$ cat src/rtl/lsu_mem_arbiter_if.sv
// Bundle for the fetch port, the data port and the byte-wide memory port of lsu_mem_arbiter.
// The slave modport is the arbiter's view; master is the requester/memory side.
interface lsu_mem_arbiter_if;
    logic        i_req;
    logic [31:0] i_addr;
    logic        i_ack;
    logic [31:0] i_rdata;

    logic        d_req;
    logic        d_we;
    logic [1:0]  d_size;
    logic        d_unsigned;
    logic [31:0] d_addr;
    logic [31:0] d_wdata;
    logic        d_ack;
    logic [31:0] d_rdata;

    logic [31:0] m_addr;
    logic        m_we;
    logic [7:0]  m_wdata;
    logic [7:0]  m_rdata;

    logic        busy;

    modport slave (
        input  i_req, i_addr, d_req, d_we, d_size, d_unsigned, d_addr, d_wdata, m_rdata,
        output i_ack, i_rdata, d_ack, d_rdata, m_addr, m_we, m_wdata, busy
    );

    modport master (
        output i_req, i_addr, d_req, d_we, d_size, d_unsigned, d_addr, d_wdata, m_rdata,
        input  i_ack, i_rdata, d_ack, d_rdata, m_addr, m_we, m_wdata, busy
    );
endinterface

$ cat src/rtl/lsu_mem_arbiter.sv
// Round-robin arbiter between instruction fetch and LSU data accesses, serialising each
// access into byte cycles on a shared byte-wide memory and assembling little-endian results.
module lsu_mem_arbiter (
    input  logic                clock,
    input  logic                reset,
    lsu_mem_arbiter_if.slave    bus
);
    typedef enum logic [1:0] {IDLE, XFER, DONE} state_e;

    state_e      state_q, state_d;
    logic        port_q, port_d;            // 1 = data port owns the transfer
    logic        last_data_q, last_data_d;  // 1 = data port was served last
    logic [31:0] base_q, base_d;
    logic [1:0]  last_q, last_d;            // index of the final byte (N-1)
    logic        we_q, we_d;
    logic        uns_q, uns_d;
    logic [31:0] wdata_q, wdata_d;
    logic [1:0]  cnt_q, cnt_d;
    logic [31:0] asm_q, asm_d;
    logic [31:0] i_rdata_q, i_rdata_d;
    logic [31:0] d_rdata_q, d_rdata_d;

    logic        grant_data;
    logic [31:0] asm_next;
    logic [31:0] m_addr;
    logic        m_we;
    logic [7:0]  m_wdata;

    function automatic logic [1:0] last_idx(input logic [1:0] size);
        case (size)
            2'b00:   return 2'd0;
            2'b01:   return 2'd1;
            default: return 2'd3;
        endcase
    endfunction

    function automatic logic [31:0] extend(input logic [31:0] v, input logic [1:0] last,
                                           input logic uns);
        case (last)
            2'd0:    return uns ? {24'h0, v[7:0]}  : {{24{v[7]}}, v[7:0]};
            2'd1:    return uns ? {16'h0, v[15:0]} : {{16{v[15]}}, v[15:0]};
            default: return v;
        endcase
    endfunction

    // Ties go to whichever port was not served last.
    assign grant_data = bus.d_req && (!bus.i_req || !last_data_q);

    always_comb begin
        // NOTE: every signal gets a default before the case so no path leaves one unassigned (no latches).
        state_d     = state_q;
        port_d      = port_q;
        last_data_d = last_data_q;
        base_d      = base_q;
        last_d      = last_q;
        we_d        = we_q;
        uns_d       = uns_q;
        wdata_d     = wdata_q;
        cnt_d       = cnt_q;
        asm_d       = asm_q;
        i_rdata_d   = i_rdata_q;
        d_rdata_d   = d_rdata_q;
        m_addr      = 32'h0;
        m_we        = 1'b0;
        m_wdata     = 8'h0;
        asm_next    = asm_q;
        asm_next[{cnt_q, 3'b000} +: 8] = bus.m_rdata;

        case (state_q)
            IDLE: begin
                if (bus.i_req || bus.d_req) begin
                    port_d  = grant_data;
                    base_d  = grant_data ? bus.d_addr : bus.i_addr;
                    last_d  = grant_data ? last_idx(bus.d_size) : 2'd3;
                    we_d    = grant_data && bus.d_we;
                    uns_d   = grant_data && bus.d_unsigned;
                    wdata_d = grant_data ? bus.d_wdata : 32'h0;
                    cnt_d   = 2'd0;
                    asm_d   = 32'h0;
                    state_d = XFER;
                end
            end
            XFER: begin
                m_addr  = base_q + {30'h0, cnt_q};
                m_we    = we_q;
                m_wdata = wdata_q[{cnt_q, 3'b000} +: 8];
                cnt_d   = cnt_q + 2'd1;
                if (!we_q) asm_d = asm_next;
                if (cnt_q == last_q) begin
                    state_d     = DONE;
                    last_data_d = port_q;
                    if (!we_q) begin
                        if (port_q) d_rdata_d = extend(asm_next, last_q, uns_q);
                        else        i_rdata_d = asm_next;
                    end
                end
            end
            DONE:    state_d = IDLE;
            default: state_d = IDLE;
        endcase
    end

    always_ff @(posedge clock or posedge reset) begin
        if (reset) begin
            state_q     <= IDLE;
            port_q      <= 1'b0;
            last_data_q <= 1'b0;
            base_q      <= 32'h0;
            last_q      <= 2'd0;
            we_q        <= 1'b0;
            uns_q       <= 1'b0;
            wdata_q     <= 32'h0;
            cnt_q       <= 2'd0;
            asm_q       <= 32'h0;
            i_rdata_q   <= 32'h0;
            d_rdata_q   <= 32'h0;
        end else begin
            // NOTE: non-blocking so every flop samples the pre-edge values computed above.
            state_q     <= state_d;
            port_q      <= port_d;
            last_data_q <= last_data_d;
            base_q      <= base_d;
            last_q      <= last_d;
            we_q        <= we_d;
            uns_q       <= uns_d;
            wdata_q     <= wdata_d;
            cnt_q       <= cnt_d;
            asm_q       <= asm_d;
            i_rdata_q   <= i_rdata_d;
            d_rdata_q   <= d_rdata_d;
        end
    end

    assign bus.i_ack   = (state_q == DONE) && !port_q;
    assign bus.d_ack   = (state_q == DONE) && port_q;
    assign bus.i_rdata = i_rdata_q;
    assign bus.d_rdata = d_rdata_q;
    assign bus.m_addr  = m_addr;
    assign bus.m_we    = m_we;
    assign bus.m_wdata = m_wdata;
    assign bus.busy    = (state_q != IDLE);
endmodule

$ cat src/flat_wrapper.sv
// flat-port wrapper written by rule: the top's interface ports become plain ports
module lsu_mem_arbiter_flat 
  (clock, reset, bus_i_req, bus_i_addr, bus_d_req, bus_d_we, bus_d_size, bus_d_unsigned, bus_d_addr, bus_d_wdata, bus_m_rdata, bus_i_ack, bus_i_rdata, bus_d_ack, bus_d_rdata, bus_m_addr, bus_m_we, bus_m_wdata, bus_busy);
  lsu_mem_arbiter_if bus_i ();
  input  logic clock;
  input  logic reset;
  input wire logic [$bits(bus_i.i_req)-1:0] bus_i_req;
  input wire logic [$bits(bus_i.i_addr)-1:0] bus_i_addr;
  input wire logic [$bits(bus_i.d_req)-1:0] bus_d_req;
  input wire logic [$bits(bus_i.d_we)-1:0] bus_d_we;
  input wire logic [$bits(bus_i.d_size)-1:0] bus_d_size;
  input wire logic [$bits(bus_i.d_unsigned)-1:0] bus_d_unsigned;
  input wire logic [$bits(bus_i.d_addr)-1:0] bus_d_addr;
  input wire logic [$bits(bus_i.d_wdata)-1:0] bus_d_wdata;
  input wire logic [$bits(bus_i.m_rdata)-1:0] bus_m_rdata;
  output wire logic [$bits(bus_i.i_ack)-1:0] bus_i_ack;
  output wire logic [$bits(bus_i.i_rdata)-1:0] bus_i_rdata;
  output wire logic [$bits(bus_i.d_ack)-1:0] bus_d_ack;
  output wire logic [$bits(bus_i.d_rdata)-1:0] bus_d_rdata;
  output wire logic [$bits(bus_i.m_addr)-1:0] bus_m_addr;
  output wire logic [$bits(bus_i.m_we)-1:0] bus_m_we;
  output wire logic [$bits(bus_i.m_wdata)-1:0] bus_m_wdata;
  output wire logic [$bits(bus_i.busy)-1:0] bus_busy;
  assign bus_i.i_req = bus_i_req;
  assign bus_i.i_addr = bus_i_addr;
  assign bus_i.d_req = bus_d_req;
  assign bus_i.d_we = bus_d_we;
  assign bus_i.d_size = bus_d_size;
  assign bus_i.d_unsigned = bus_d_unsigned;
  assign bus_i.d_addr = bus_d_addr;
  assign bus_i.d_wdata = bus_d_wdata;
  assign bus_i.m_rdata = bus_m_rdata;
  assign bus_i_ack = bus_i.i_ack;
  assign bus_i_rdata = bus_i.i_rdata;
  assign bus_d_ack = bus_i.d_ack;
  assign bus_d_rdata = bus_i.d_rdata;
  assign bus_m_addr = bus_i.m_addr;
  assign bus_m_we = bus_i.m_we;
  assign bus_m_wdata = bus_i.m_wdata;
  assign bus_busy = bus_i.busy;
  lsu_mem_arbiter u_core (.clock(clock), .reset(reset), .bus(bus_i));
endmodule
$ cat config.mk
export PLATFORM = sky130hd
export DESIGN_NAME = lsu_mem_arbiter_flat
export DESIGN_NICKNAME = d
export VERILOG_FILES = /design/src/rtl/lsu_mem_arbiter_if.sv /design/src/rtl/lsu_mem_arbiter.sv /design/src/flat_wrapper.sv
export SDC_FILE = /design/constraint.sdc
export NUM_CORES = 1
export LEC_CHECK = 0
export ABC_AREA = 1
export CORE_UTILIZATION = 45
export DETAILED_ROUTE_END_ITERATION = 16
export PLACE_DENSITY = 0.83
export SLEW_MARGIN = 20
export SYNTH_ARGS = -nofsm -noshare
export SYNTH_HDL_FRONTEND = slang
export SYNTH_SLANG_ARGS = --single-unit
$ cat constraint.sdc
create_clock -name clock -period 6.2 [get_ports clock]
set_input_delay 1.24 -clock clock [delete_from_list [all_inputs] [get_ports clock]]
set_output_delay 1.24 -clock clock [all_outputs]
set_load 0.005 [all_outputs]
==> Word-level counts from Yosys, hierarchy flattened <==
Index checks and enable logic that the tools add are counted.
{ "totals": {"ff_bits": 170, "inputBits": 112, "output_inout_bits": 108, "wordCells": 69} }
{ "op_classes": {"n_addsub": 3, "n_eq_ne": 8, "shift": 3, "n_mux": 19, "bitwise": 2, "n_reduce_logical": 22} }
{ "ops": {"columns": ["cell", "count"], "rows": [
  ["two-way mux 32 bit", 7],
  ["one-hot mux 32 bit (2 select lines)", 2],
  ["adder 32 x 2 -> 32 bit", 1],
  ["bitwise mux 32 bit", 1],
  ["variable shift 8 x 7 -> 32 bit, first input constant", 1],
  ["variable part select 32 x 6 -> 8 bit", 1],
  ["variable part select 8 x 7 -> 32 bit", 1],
  ["one-hot mux 2 bit (2 select lines)", 3],
  ["two-way mux 2 bit", 4],
  ["two-way mux 8 bit", 1],
  ["AND reduction 2 bit", 4],
  ["AND reduction 4 bit", 2],
  ["negator 5 -> 7 bit", 1],
  ["== test 2 x 1 -> 1 bit, second input constant", 3],
  ["logical NOT 2 bit", 3],
  ["logical AND 1 bit", 5],
  ["inequality test 2 x 1 -> 1 bit, second input constant", 2],
  ["nonzero test 2 bit", 2],
  ["logical NOT 1 bit", 3],
  ["AND reduction 3 bit", 1],
  ["adder 2 x 1 -> 2 bit, second input constant", 1],
  ["== test 2 bit", 1],
  ["== test 2 bit, second input constant", 1],
  ["logical OR 1 bit", 2],
  ["3 further kinds", 4]
]} }

==> Longest topological paths before layout <==
Gate-level depths: netlist of run 1.
{ "depth": {"word_depth": 5, "mapped_depth": 15, "depth_no_buf": 11} }

==> Worst setup path before layout of run 1 <==
No wires, ideal clock.
{ "synth_timing": {"path_kind": "reg-to-output", "startpoint": "reg u_core.cnt_q[0]", "endpoint": "out bus_m_addr[18]", "arrival_time_ps": 1694, "required_time_ps": 4960, "setup_slack_ps": 3266, "stages_incl_launch_ff": 10, "n_path_buf": 0, "cell_sequence": "dfrtp_1 -> ha_1 -> fa_1 -> nand3_1 -> inv_1 -> nand2_1 -> nor2_2 -> nand4_1 -> nand2_1 -> nor2_1"} }
{ "synth_between": {"elab_chain_len": 2} }
{ "synth_lines": {"columns": ["item", "line_no", "rtl"], "rows": [
  ["start: declaration", "lsu_mem_arbiter.sv:18", "logic [1:0] cnt_q, cnt_d;"],
  ["start signal: assignment", "lsu_mem_arbiter.sv:127", "cnt_q <= cnt_d;"],
  ["adder 32 x 2 -> 32 bit", "lsu_mem_arbiter.sv:84", "m_addr = base_q + {30'h0, cnt_q};"],
  ["two-way mux 32 bit", "lsu_mem_arbiter.sv:69", "case (state_q)"],
  ["end: declaration", "flat_wrapper.sv:20", "output wire logic [$bits(bus_i.m_addr)-1:0] bus_m_addr;"]
]} }
No other way between the ends.

==> Worst setup path in the final report of run 1 <==
{ "layout_timing": {"startpoint": "reg u_core.state_q[0]", "endpoint": "out bus_m_addr[10]"} }
{ "layout_between": {"elab_chain_len": 2} }
{ "layout_lines": {"columns": ["item", "line_no", "rtl"], "rows": [
  ["start: declaration", "lsu_mem_arbiter.sv:10", "state_e state_q, state_d;"],
  ["start signal: assignment", "lsu_mem_arbiter.sv:119", "state_q <= state_d;"],
  ["== test 2 x 1 -> 1 bit", null, null],
  ["two-way mux 32 bit", "lsu_mem_arbiter.sv:69", null]
]} }
No other way between the ends.

==> metrics.csv, run 1 <==
stage,metric,value,unit
outcome,status,completed,
timing,timing.fmax,216.2,MHz
critical_path,critPathCaptureType,primary output,
global_route,antenna_found_initial,1,
place,dpl_worst_slack,2.048,ns
cells_and_area,drive_gt1_frac,0.05047,
synth,yosysTopAreaCell,dfrtp_1,
cells_and_area,final_cell_mix,"nand2_1, clkdlybuf4s50_1, dfrtp_1",
synth,yosys_warnings,0,
drt,drc,0,
clock_tree,post_cts_buffers,0,
cells_and_area,final_area,11760,um^2
drt,wirelength,26310,um
synth,synth_seq_area_share,0.4809,
run,max-cap-violations,0,
drt,firstDrtPassIters,5,
die,core,18960,um^2
clock_tree,ctsResizeCount,0,
cells_and_area,final_common_cell,nand2_1,
synth,yosysUniqueCellTypes,37,
timing,layout_min_cycle_time,4.625,ns
timing,fin_skew,0.007718,ns
clock_tree,clkTransAtPathRegs,0.06,ns
global_route,grt-ovfl-total,0,
critical_path,startpoint_type,register,
cells_and_area,syn_to_final_growth,32.98,%
drt,via_count,8723,
timing,fin_setup_tns,0,ns
synth,syn-cell-area,8846,um^2
synth,syn_nets,1304,
cells_and_area,antenna_cells,0,
synth,avgSynthCellArea,7.471,um^2
drt,drtAntennaViolNets,0,
synth,postSynthRegisterBits,170,
timing,report.final.slew_viol_count,0,
cells_and_area,fin_cells,1647,
pwr,power,5817,uW
critical_path,cp.required,4.96,ns
synth,synthTopCellsByArea,"dfrtp_1, nand2_1, nor2_1",
clock_tree,cts_root_buffer,clkbuf_16,
critical_path,r2r_setup_slack,2.70,ns
synth,async_reset_ff_frac,1.000,
global_route,grt_util_all_layers,0.2713,
place,place.gp.congestion,0.9571,
place,dp_hpwl,19110,um
clock_tree,clock_latency,0.43,ns
hold_path,worstHoldPathType,reg2reg,
clock_tree,clockBufferDepth,2,
timing,finalHoldViolations,0,
global_route,grt_max_degree,92,
die,rows,50,
clock_tree,cts_tree,yes,
pwr,powerDensity,494.4,nW/um^2
global_route,grt_pass1_vias,8522,
timing,setup_slack,1.575,ns
critical_path,critical_path_class,reg2out,
drt,vias_per_cell,5.296,
timing,rsz0062_at_grt,no,
place,dp_cells,1614,
die,chipWidth,142.2,um
cells_and_area,nNetsFinal,1494,
pwr,ir_drop,0.2382,mV
synth,synth_top_flop_cell,dfrtp_1,
critical_path,worstPathMaxFanout,34,
die,pin_count,220,
drt,drt_iter0_drc,601,
timing,finalSetupViolCount,0,
critical_path,arrival,3.39,ns
clock_tree,numCtsBuffers,17,
synth,synth_edf_count,0,
place,numPortBuffers,219,
die,die-height,142.2,um
global_route,grt_pass1_wl,42650,um
cells_and_area,fill_cells,1697,
synth,syn_inst,1184,
timing,worst_pin_slew,0.9126,ns
die,start_util,0.4667,
die,dieArea,20220,um^2
drt,wl_per_cell,15.97,um
place,placed_area,11150,um^2
clock_tree,cts_hold_buf,0,
timing,timing.final.crit_share,0.7460,
timing,slew_headroom,0.3909,
pwr,p_leak,0.005272,uW
clock_tree,h-tree-depth,4,
clock_tree,clock-sinks,170,
synth,netlist.area_leader.share,0.4809,
report_power, final:
part	switching [uW]	total, uW	internal (uW)
clock network	473	1090	614
registers	342	1910	1570
logic	1590	2820	1230
logic make-up after synthesis:
family	count (synthesis)	synth area share
AO/OA/AOI/OAI	213	0.1395
XOR/XNOR	7	0.006931
adder cells (fa/ha/maj)	8	0.01216
flip-flops	170	0.4809
buffers and inverters	176	0.08345
AND/OR/NAND/NOR	610	0.2771
path summary, 6_finish.rpt:
path                                   startpoint                     end  depth (start not counted)
max                             u_core.state_q[0]          bus_m_addr[10]                          6
min                        u_core.bus.i_rdata[25]  u_core.bus.i_rdata[25]                          2
max reg2reg                     u_core.state_q[0]  u_core.bus.i_rdata[15]                          7
min reg2reg                u_core.bus.i_rdata[25]  u_core.bus.i_rdata[25]                          2
max in group asynchronous                   reset  u_core.bus.d_rdata[29]                          3
min in group asynchronous                   reset   u_core.bus.d_rdata[3]                          2
cells in the mapped netlist, types with 2 or more instances:
cell type  count
nand2_1      354
dfrtp_1      170
nor2_1       167
inv_1        111
o21ai_0      105
nand3_1       68
o22ai_1       51
clkbuf_1      27
a21oi_1       25
buf_2         16
o21ai_2       10
nor3_1         9
a22o_1         8
o211ai_1       8
ha_1           7
buf_4          6
buf_1          5
inv_2          5
buf_6          4
xor2_1         4
xnor2_1        3
nand2_4        2
nand4_1        2
nor2_2         2
nor2_4         2
o21ai_1        2
per-stage QoR:
step / util / hold slack [ns]
after floorplan: - / 0.4436
after global placement: 0.5880 / 0.4527
after detailed placement: 0.5880 / 0.4600
after CTS: 0.6195 / 0.4768
after global routing: 0.6206 / 0.4835
final: 0.6206 / 0.4692
registers in the layout, summed over array words and instances, names as in the netlist:
name	flops
u_core.asm_q	32
u_core.base_q	32
u_core.bus.d_rdata	32
u_core.bus.i_rdata	32
u_core.cnt_q	2
u_core.last_data_q	1
u_core.last_q	2
u_core.port_q	1
u_core.state_q	2
u_core.uns_q	1
u_core.wdata_q	32
u_core.we_q	1
critical path, cell delays in order, from the launching register on:
cell,delay [ns]
dfrtp_1,0.40
inv_2,0.06
nor2_4,0.63
clkinv_1,0.57
buf_4,0.38
nor3_1,0.35
clkdlybuf4s50_1,0.57
metal layers:
layer	part of all wire	track usage	routed length [um]
met5	0.00034	0	9
met3	0.086	0.05821	2258
met4	0.039	0.1347	1025
met1	0.40	0.3379	10620
met2	0.47	0.4466	12390
cell type report:
| cell class | instances | area (um^2) | share of cell area |
|---|---|---|---|
| clock buffer | 18 | 439.2 | 0.03733 |
| clock inverter | 14 | 158.9 | 0.01351 |
| inverter | 118 | 452.9 | 0.03850 |
| multi-input combinational | 838 | 3854 | 0.3276 |
| sequential | 170 | 4254 | 0.3616 |
| tap | 260 | 325.3 | 0.02765 |
| timing repair buffer | 229 | 2280 | 0.1938 |
Note: power is estimated with default switching activity, not from simulation.
==> run 2, diff against run 1 <==
- CORE_UTILIZATION: 45 -> 50
- PLACE_DENSITY: 0.83 -> 0.87
- clock period: 6.2 -> 4.8 ns (I/O delays scaled with it)
==> run 2 against run 1 <==
Compared with the run above:
- register-to-register slack got worse by 0.86 ns
- non-clock buffer count increased by 1
- worst setup slack lost 0.96 ns
- clock skew grew 0.0024 ns
- die area down 9.9%
- clock-buffer cell count down 1
- sequential share of layout area rose by 0.13 points
- routed wire length up 0.26%
- critical path depth increased by 2
- flip-flop and latch count is the same
- critical endpoint unchanged
- largest cell class unchanged
==> metrics.csv, run 2 (synthesis gave the netlist of run 1 again) <==
stage,metric,value,unit,change
hold_path,holdCritStartpoint,u_core.bus.i_rdata[7],,
die,rows,48,,-4.0%
drt,drt_iter0_drc,846,,+41%
cells_and_area,drive_gt1_frac,0.05115,,+0.0006841
clock_tree,h-tree-depth,4,,unchanged
pwr,ir_drop,0.3200,mV,+34%
drt,firstDrtPassIters,6,,+1
drt,drc,0,,unchanged
pwr,p_sw,3151,uW,+31%
pwr,p_int,4406,uW,+29%
critical_path,startpoint_type,register,,
timing,fin_setup_tns,0,ns,unchanged
timing,rsz0062_at_grt,no,,
pwr,p_leak,0.005280,uW,+0.15%
cells_and_area,final_cell_mix,"nand2_1, clkdlybuf4s50_1, dfrtp_1",,
pwr,pwr-share-comb,0.484,,about the same
place,dp_cells,1581,,-2.0%
timing,layout_min_cycle_time,4.182,ns,
clock_tree,clock_latency,0.43,ns,about the same
clock_tree,ctsResizeCount,0,,unchanged
run,max-cap-violations,0,,unchanged
place,place.gp.congestion,0.9725,,+1.6%
die,pin_count,220,,unchanged
timing,finalSetupViolCount,0,,unchanged
drt,wirelength,26380,um,+0.26%
timing,report.final.slew_viol_count,0,,unchanged
drt,drtAntennaViolNets,0,,unchanged
die,dieArea,18230,um^2,-9.9%
drt,wl_per_cell,16.35,um,+2.4%
critical_path,worstPathMaxFanout,22,,-35%
clock_tree,numCtsBuffers,17,,unchanged
hold_path,worstHoldPathType,reg2reg,,
global_route,antenna_found_initial,2,,+1
drt,vias_per_cell,5.462,,+3.1%
cells_and_area,final_common_cell,nand2_1,,
timing,slew_headroom,0.3778,,-0.01317
timing,finalHoldViolations,0,,unchanged
critical_path,critical_path_class,reg2out,,
timing,fin_skew,0.01008,ns,+0.002366 ns
timing,timing.fmax,239.1,MHz,
critical_path,cp.required,3.84,ns,-1.12 ns
cells_and_area,fin_cells,1613,,-2.1%
clock_tree,clock-sinks,170,,unchanged
pwr,seq_power_share,0.326,,-0.003
critical_path,arrival,3.22,ns,-0.17 ns
cells_and_area,nNetsFinal,1495,,+0.067%
die,chipWidth,135.0,um,-5.1%
outcome,status,completed,,
pwr,switching_share,0.4170,,+0.003582
timing,timing.final.crit_share,0.8713,,
die,start_util,0.5114,,+0.04476
hold_path,hold_depth,2,,unchanged
global_route,grt_max_degree,81,,-12%
clock_tree,cts_hold_buf,0,,unchanged
clock_tree,cts_root_buffer,clkbuf_16,,
critical_path,reg2regPathDepth,9,,+2
cells_and_area,syn_to_final_growth,32.52,%,
place,numPortBuffers,219,,unchanged
place,dp_hpwl,18900,um,-1.1%
critical_path,reg2reg_from,u_core.cnt_q[1],,
clock_tree,clockBufferDepth,2,,unchanged
global_route,grt_pass1_wl,42180,um,-1.1%
pwr,clkPwrFrac,0.190,,+0.003
global_route,grt_util_all_layers,0.2981,,+0.02676
pwr,powerDensity,644.6,nW/um^2,+30%
critical_path,cp-startpoint,u_core.cnt_q[1],,
die,die-height,135.0,um,-5.1%
drt,via_count,8810,,+1.0%
global_route,grt-ovfl-total,0,,unchanged
cells_and_area,antenna_cells,0,,unchanged
clock_tree,post_cts_buffers,0,,unchanged
global_route,grt_pass1_vias,8438,,-0.99%
clock_tree,cts_tree,yes,,
critical_path,critPathCaptureType,primary output,,
clock_tree,clkTransAtPathRegs,0.07,ns,about the same
timing,worst_pin_slew,0.9334,ns,+0.02077 ns
die,core,17300,um^2,-8.8%
[run 2: metal layers]
| metal | track usage | wire (um) | up-vias |
|---|---|---|---|
| met1 | 0.3674 | 10510 | 4155 |
| met5 | 0 | 11 | - |
| li1 | - | - | 4179 |
| met4 | 0.1323 | 843 | 2 |
| met3 | 0.07620 | 2198 | 68 |
| met2 | 0.4937 | 12820 | 406 |
[run 2: path summary, 6_finish.rpt]
path                                           to  slack, ns
setup / recovery                   bus_m_addr[10]       0.62
hold / removal              u_core.bus.i_rdata[7]       0.47
setup reg to reg           u_core.bus.d_rdata[28]       1.84
hold reg to reg             u_core.bus.i_rdata[7]       0.47
max in group asynchronous       u_core.base_q[24]       3.04
min in group asynchronous   u_core.bus.i_rdata[2]       0.77
[run 2: final cells by class]
class	instances	area (um^2)
fill	1440	5574
sequential	170	4254
multi-input combinational	838	3854
timing repair buffer	230	2275
inverter	118	452.9
clock buffer	17	425.4
tap	225	281.5
clock inverter	15	180.2
[run 2: metrics by stage]
| stage | util | cell area (um^2) | power (uW) | hold slack (ns) | setup slack, ns |
|---|---|---|---|---|---|
| detailed placement | 0.6427 | 11120 | 6077 | 0.4582 | 1.099 |
| finish | 0.6777 | 11720 | 7557 | 0.4717 | 0.6176 |
| floorplan | - | 8850 | 4457 | 0.4436 | 1.671 |
| global placement | 0.6427 | 11120 | 5986 | 0.4539 | 1.188 |
| global route | 0.6777 | 11720 | 8057 | 0.4957 | 0.4058 |
| CTS | 0.6777 | 11720 | 7537 | 0.4752 | 0.6146 |
[run 2: critical path, stage by stage (launching register included)]
cell and delay [ns]:
dfrtp_1 0.91, fa_1 0.36, nand3_1 0.15, inv_1 0.16
nand2_1 0.16, nor2_2 0.26, nor2_1 0.07, nor3_1 0.18
clkdlybuf4s50_1 0.54
[run 2: power by group through the flow]
stage | Clock (uW) | Sequential, uW | Combinational, uW
2_1_floorplan | 0 | 2360 | 2100
3_3_place_gp | 0 | 2460 | 3520
3_5_place_dp | 0 | 2480 | 3600
4_1_cts | 1440 | 2460 | 3640
5_1_grt | 1500 | 2530 | 4030
6_report | 1440 | 2470 | 3660
